===== src/rtl/spike_event_encoder.sv =====
// Spike event encoder: detects membrane-voltage threshold crossings with
// hysteresis, enforces a refractory period, emits a one-cycle spike pulse
// and queues timestamped events in a small first-word-fall-through FIFO.
module spike_event_encoder #(
  parameter int                      WIDTH         = 18,
  parameter logic signed [WIDTH-1:0] V_TH          = 18'sd2000,
  parameter logic signed [WIDTH-1:0] V_HYST        = 18'sd200,
  parameter int                      REFRAC_CYCLES = 16,
  parameter int                      TS_WIDTH      = 16,
  parameter int                      FIFO_DEPTH    = 4
) (
  input  logic                    emu_clk,
  input  logic                    emu_rst,
  input  logic signed [WIDTH-1:0] v_in,
  input  logic                    v_in_valid,
  output logic                    spike_pulse,
  output logic [TS_WIDTH-1:0]     ev_ts,
  output logic                    ev_valid,
  input  logic                    ev_ready,
  output logic [15:0]             spike_count,
  output logic                    ev_overflow,
  output logic [1:0]              fsm_state
);

  localparam int PTR_W = $clog2(FIFO_DEPTH);

  // Thresholds widened by one bit so TH - HYST can never wrap.
  localparam logic signed [WIDTH:0] TH_X  = $signed({V_TH[WIDTH-1], V_TH});
  localparam logic signed [WIDTH:0] HYS_X = $signed({V_HYST[WIDTH-1], V_HYST});
  localparam logic signed [WIDTH:0] LOW_X = TH_X - HYS_X;
  localparam logic [15:0] REFRAC_LOAD     = 16'(REFRAC_CYCLES - 1);

  typedef enum logic [1:0] {
    ARMED    = 2'd0,
    REFRAC   = 2'd1,
    WAIT_LOW = 2'd2
  } state_t;

  state_t                state;
  logic [15:0]           refrac_cnt;
  logic [TS_WIDTH-1:0]   ts_cnt;
  logic signed [WIDTH:0] v_x;
  logic                  fire;
  logic                  re_arm;

  logic [TS_WIDTH-1:0]   mem [FIFO_DEPTH];
  logic [PTR_W-1:0]      wr_ptr;
  logic [PTR_W-1:0]      rd_ptr;
  logic [PTR_W:0]        occ;
  logic                  full;
  logic                  do_pop;
  logic                  do_push;

  assign v_x     = $signed({v_in[WIDTH-1], v_in});
  assign fire    = (state == ARMED) && v_in_valid && (v_x >= TH_X);
  assign re_arm  = v_in_valid && (v_x < LOW_X);

  assign full    = (occ == (PTR_W+1)'(FIFO_DEPTH));
  assign ev_valid = (occ != '0);
  assign do_pop  = ev_valid && ev_ready;
  // A push into a full FIFO only lands if the head leaves in the same cycle.
  assign do_push = fire && (!full || do_pop);

  assign ev_ts     = mem[rd_ptr];
  assign fsm_state = state;

  // Free-running timestamp, wraps silently.
  always_ff @(posedge emu_clk or posedge emu_rst) begin
    if (emu_rst) ts_cnt <= '0;
    else         ts_cnt <= ts_cnt + TS_WIDTH'(1);
  end

  // Detection FSM with refractory counter, registered pulse and spike count.
  always_ff @(posedge emu_clk or posedge emu_rst) begin
    if (emu_rst) begin
      state       <= ARMED;
      refrac_cnt  <= '0;
      spike_pulse <= 1'b0;
      spike_count <= '0;
    end else begin
      spike_pulse <= fire;
      if (fire && spike_count != 16'hFFFF) spike_count <= spike_count + 16'd1;
      // Counter runs independently of v_in_valid.
      if (refrac_cnt != '0) refrac_cnt <= refrac_cnt - 16'd1;
      case (state)
        ARMED: begin
          if (fire) begin
            state      <= REFRAC;
            refrac_cnt <= REFRAC_LOAD;
          end
        end
        REFRAC: begin
          if (refrac_cnt == '0) state <= WAIT_LOW;
        end
        WAIT_LOW: begin
          if (re_arm) state <= ARMED;
        end
        default: state <= ARMED;
      endcase
    end
  end

  // Event FIFO storage and pointers; head is read straight from registers.
  always_ff @(posedge emu_clk or posedge emu_rst) begin
    if (emu_rst) begin
      for (int i = 0; i < FIFO_DEPTH; i++) mem[i] <= '0;
      wr_ptr <= '0;
      rd_ptr <= '0;
      occ    <= '0;
    end else begin
      if (do_push) begin
        mem[wr_ptr] <= ts_cnt;
        wr_ptr      <= wr_ptr + PTR_W'(1);
      end
      if (do_pop) rd_ptr <= rd_ptr + PTR_W'(1);
      case ({do_push, do_pop})
        2'b10:   occ <= occ + (PTR_W+1)'(1);
        2'b01:   occ <= occ - (PTR_W+1)'(1);
        default: occ <= occ;
      endcase
    end
  end

  // Sticky drop flag; only reset clears it.
  always_ff @(posedge emu_clk or posedge emu_rst) begin
    if (emu_rst)                     ev_overflow <= 1'b0;
    else if (fire && full && !do_pop) ev_overflow <= 1'b1;
  end

endmodule


===== config.mk =====
export PLATFORM = sky130hd
export DESIGN_NAME = spike_event_encoder
export DESIGN_NICKNAME = d
export VERILOG_FILES = /design/src/rtl/spike_event_encoder.sv
export SDC_FILE = /design/constraint.sdc
export NUM_CORES = 1
export LEC_CHECK = 0
export CORE_MARGIN = 3
export CORE_UTILIZATION = 43
export DETAILED_ROUTE_END_ITERATION = 8
export HOLD_SLACK_MARGIN = 0.12
export PLACE_DENSITY_LB_ADDON = 0.25
export SYNTH_ARGS = -nofsm -noshare
export SYNTH_HDL_FRONTEND = slang
export SYNTH_SLANG_ARGS = --single-unit

===== constraint.sdc =====
create_clock -name emu_clk -period 10.7 [get_ports emu_clk]
set_clock_uncertainty 0.1 [all_clocks]
set_input_delay 2.14 -clock emu_clk [delete_from_list [all_inputs] [get_ports emu_clk]]
set_output_delay 2.14 -clock emu_clk [all_outputs]
set_load 0.005 [all_outputs]

==> results_tabular.tex <==
\begin{tabular}{lr}
\hline
Metric & Value \\
\hline
\multicolumn{2}{l}{\textbf{Outcome}} \\
\quad Status & finished, final reports clean \\
\multicolumn{2}{l}{\textbf{Setup path}} \\
\quad Worst r2r src & fsm\_state[0] \\
\quad Crit-path max cell delay & between 1 and 1.5 ns \\
\quad Endpoint required time on the critical path & around 11 ns \\
\quad Reg2Reg Depth & 5 \\
\quad Biggest fanout along the worst timing path & 20 \\
\quad Register-to-register path setup slack & 7.66 ns \\
\quad Cells along the critical path & clkdlybuf4s50\_1 > inv\_1 > nor4\_4 > nand2\_4 > inv\_2 > and3\_1 > mux2\_2 \\
\quad Critical Path End & mem[58] \\
\quad Kind of end point of the critical path & flip-flop \\
\quad Crit Path Class & in2reg \\
\quad Crit path max-delay cell type & and3\_1 \\
\quad Crit path from & v\_in\_valid \\
\quad Critical Path AT & slightly below 5 ns \\
\quad Destination of the worst register-to-register timing path & mem[58] \\
\quad Startpoint kind of the worst setup timing path & primary input \\
\multicolumn{2}{l}{\textbf{Synthesis}} \\
\quad Top cell type's share of synthesized area & 52.9\% \\
\quad Cell type with the largest total area after synthesis & dfrtp\_1 \\
\quad Synthesized Nets & 460 \\
\quad Most common flop cell mapped by yosys & dfrtp\_1 \\
\quad Cell types with the highest counts after synthesis & 123 x dfrtp\_1, 36 x mux2\_2, 30 x mux2\_4, 21 x xnor2\_1, 20 x nor2\_1 \\
\quad Number of unique standard cell types used by synthesis & between 40 and 50 \\
\quad Multiplexer fraction of the synthesized cell area & 21.6\% \\
\quad Cell with the most instances after synthesis & dfrtp\_1 \\
\quad Top cells by area in the synthesized netlist & dfrtp\_1 53\%, mux2\_4 7.7\%, mux2\_2 7.0\% \\
\quad Xor and xnor fraction of the mapped netlist area & 6.02\% \\
\quad Largest family of logic cells by synthesized area & multiplexers \\
\quad Avg Synthesized Cell Area & about 14 um2 \\
\quad Seq cells post-synth & about 120 \\
\quad Synthesized cell area & slightly below 6000 um2 \\
\quad Number of enable-type register cells in the synthesized netlist & 0 \\
\quad Number of standard cells after synthesis & between 400 and 500 \\
\quad Proportion of register bits with asynchronous set or reset after synthesis & 100\% \\
\quad Total of warnings raised by yosys & 0 \\
\quad Share of synthesized cell area in full adder, half adder and majority cells & about 2.3\% \\
\quad Basic-gate share of the synthesized area counting and, or, nand and nor cells & 11.3\% \\
\quad Sequential fraction of the synthesis area & between 50\% and 60\% \\
\quad Complex-gate fraction of the synthesized area & 2.56\% \\
\multicolumn{2}{l}{\textbf{Route}} \\
\quad Routed Wire Length & about 11 mm \\
\quad Number of remaining DRC errors & 0 \\
\quad DR iter-0 viols & between 200 and 250 \\
\quad Remaining antenna violation count & 0 \\
\quad DRT Pass-1 Iters & 4 \\
\quad DR vias/cell & approximately 5.3 \\
\quad Number of vias in the routed layout & between 3000 and 4000 \\
\quad Average wire per cell in the routed design & 16.8 um \\
\multicolumn{2}{l}{\textbf{Placed design}} \\
\quad Worst slack at placement & roughly 5.5 ns \\
\quad Post-placement cell area & $\sim$6500 um2 \\
\quad RD Place Congestion & 0.747 \\
\quad Estimated wirelength of the detail-placed design & $\sim$7.2 mm \\
\quad \# port buffers & 55 \\
\quad Number of cells in the design after placement & about 640 \\
\multicolumn{2}{l}{\textbf{STA}} \\
\quad Final TNS setup & 0 ns \\
\quad Slew Limit Headroom & $\sim$22\% \\
\quad Slew Limit Fails & 0 \\
\quad Minimum setup slack in the final design & around 5.9 ns \\
\quad Final setup fails & 0 \\
\quad WHS & 0.374 ns \\
\quad Final-report hold violation count & 0 \\
\quad Final worst-path cycle share & between 40\% and 50\% \\
\quad Clock period minus final worst setup slack & 4.77 ns \\
\quad Setup repair after global routing missed its margin & false \\
\quad Transition at the pin with the smallest max-transition slack & around 1.2 ns \\
\quad Upper clock frequency limit & roughly 210 MHz \\
\multicolumn{2}{l}{\textbf{Global routing}} \\
\quad Total global-route track usage & between 10\% and 20\% \\
\quad Antenna violations before repair & 0 \\
\quad Number of global-route vias before repair & $\sim$3700 \\
\quad First-pass GRT wire length & between 15 and 20 mm \\
\quad Pin count of the biggest net entering global routing & 73 \\
\quad Remaining Overflow, GRT & 0 \\
\multicolumn{2}{l}{\textbf{Clock tree}} \\
\quad CTS clock-pin slew for the worst setup and hold paths & 0.05 ns \\
\quad TritonCTS clock tree & done \\
\quad Total clock buffers created by CTS & 17 \\
\quad Clock root buffer & clkbuf\_16 \\
\quad Number of hold-repair buffers added at the cts stage & 0 \\
\quad Post-CTS setup buffer count & 0 \\
\quad Clock insertion delay at the later pin of the skew report & 0.41 ns \\
\quad CTS HTree Levels & 4 \\
\quad Number of sinks handled by clock tree synthesis & approximately 120 \\
\quad Total of cells resized after clock tree synthesis & 0 \\
\quad Clock tree buffer depth & 2 \\
\multicolumn{2}{l}{\textbf{Die}} \\
\quad Row count & 41 \\
\quad CORE AREA & between 10000 and 15000 um2 \\
\quad Horizontal die dimension & 122 um \\
\quad Die height & roughly 120 um \\
\quad Total die area & around 15000 um2 \\
\quad Number of ports placed on the die boundary & slightly below 60 \\
\quad Effective utilization at floorplan & between 40\% and 50\% \\
\multicolumn{2}{l}{\textbf{Pwr}} \\
\quad Power per Cell Area & around 230 nW/um2 \\
\quad Peak ir drop on the vdd network & 0.132 mV \\
\quad Total power consumption of the routed design & $\sim$1.6 mW \\
\quad Total leakage power & about 3.2 nW \\
\multicolumn{2}{l}{\textbf{Cells and area}} \\
\quad Fraction of layout cells with a size suffix above 1 & roughly 25\% \\
\quad \# nets final & roughly 520 \\
\quad Post-route non-filler standard cell count & 667 \\
\quad Synth-to-Final Area Change & 21.9\% \\
\quad Total non-filler cell area in the finished layout & roughly 7100 um2 \\
\quad Post-route core utilization & between 50 and 60\% \\
\quad Antenna diode count & 0 \\
\multicolumn{2}{l}{\textbf{Min path}} \\
\quad Worst min-delay path category & reg2reg \\
\multicolumn{2}{l}{\textbf{Run}} \\
\quad Max Cap Violations & 0 \\
\hline
\end{tabular}
==> cells by family after synthesis <==
family | after synthesis
simple gates | 115
flops | 123
fa+ha+maj | 10
buf+inv | 33
mux | 86
xor+xnor | 40
compound gates | 21
==> state kept, by name (all words and copies together), names as in the netlist <==
signal and flops:
ev_overflow 1, wr_ptr 2, occ 3, rd_ptr 2, spike_pulse 1, fsm_state 2, mem 64, refrac_cnt 16
spike_count 16, ts_cnt 16
==> per-layer routing <==
metal	vias up	track usage [%]	share of wire (%)	wire length (um)
li1	1645	-	-	-
met1	1807	21.7	47	5250
met2	58	24.0	48	5380
met3	18	4.61	2.8	315
met4	0	7.77	2.3	252
met5	-	0	0	0
==> power breakdown <==
part	internal, mW	switching [mW]	leakage, nW
registers	0.554	0.0939	1.63
clock network	0.421	0.196	0.305
logic	0.219	0.144	1.25
==> critical path, delay by kind of cell <==
kind,cells,cell delay (ns)
AND/OR/NAND/NOR,3,1.54
buffers and inverters,3,0.83
multiplexers,1,0.43
==> final cells by class <==
cell class | count | area, um2
inverter | 14 | 55.1
fill | 1118 | 5840
tap | 172 | 215
timing repair buffer | 57 | 566
clock inverter | 8 | 168
sequential | 123 | 3080
multi-input combinational | 272 | 2550
clock buffer | 21 | 460
==> layout by cell type (no fill, tap or decap), types with 5 or more instances in the layout <==
cell / n
and3_1: 7
xor2_1: 19
nand4_1: 10
nand3_1: 16
or3_1: 6
o21ai_0: 6
inv_1: 12
clkdlybuf4s50_1: 55
ha_1: 9
xnor2_1: 21
mux4_2: 16
dfrtp_1: 123
mux2_2: 36
bufinv_16: 5
mux2_4: 30
nand2_1: 18
clkbuf_16: 17
a21oi_1: 5
nor3_1: 9
nor2_1: 20
==> how the worst min path moves through the flow <==
stage                startpoint     endpoint  slack [ns]  depth (start not counted)
global placement    ev_overflow  ev_overflow        0.36                          1
CTS                      occ[2]       occ[2]        0.38                          1
finish              ev_overflow  ev_overflow        0.37                          1
detailed placement  ev_overflow  ev_overflow        0.37                          1
global route             occ[2]       occ[2]        0.39                          1
floorplan                occ[2]       occ[2]        0.35                          1
(Power assumes the default switching activity.)
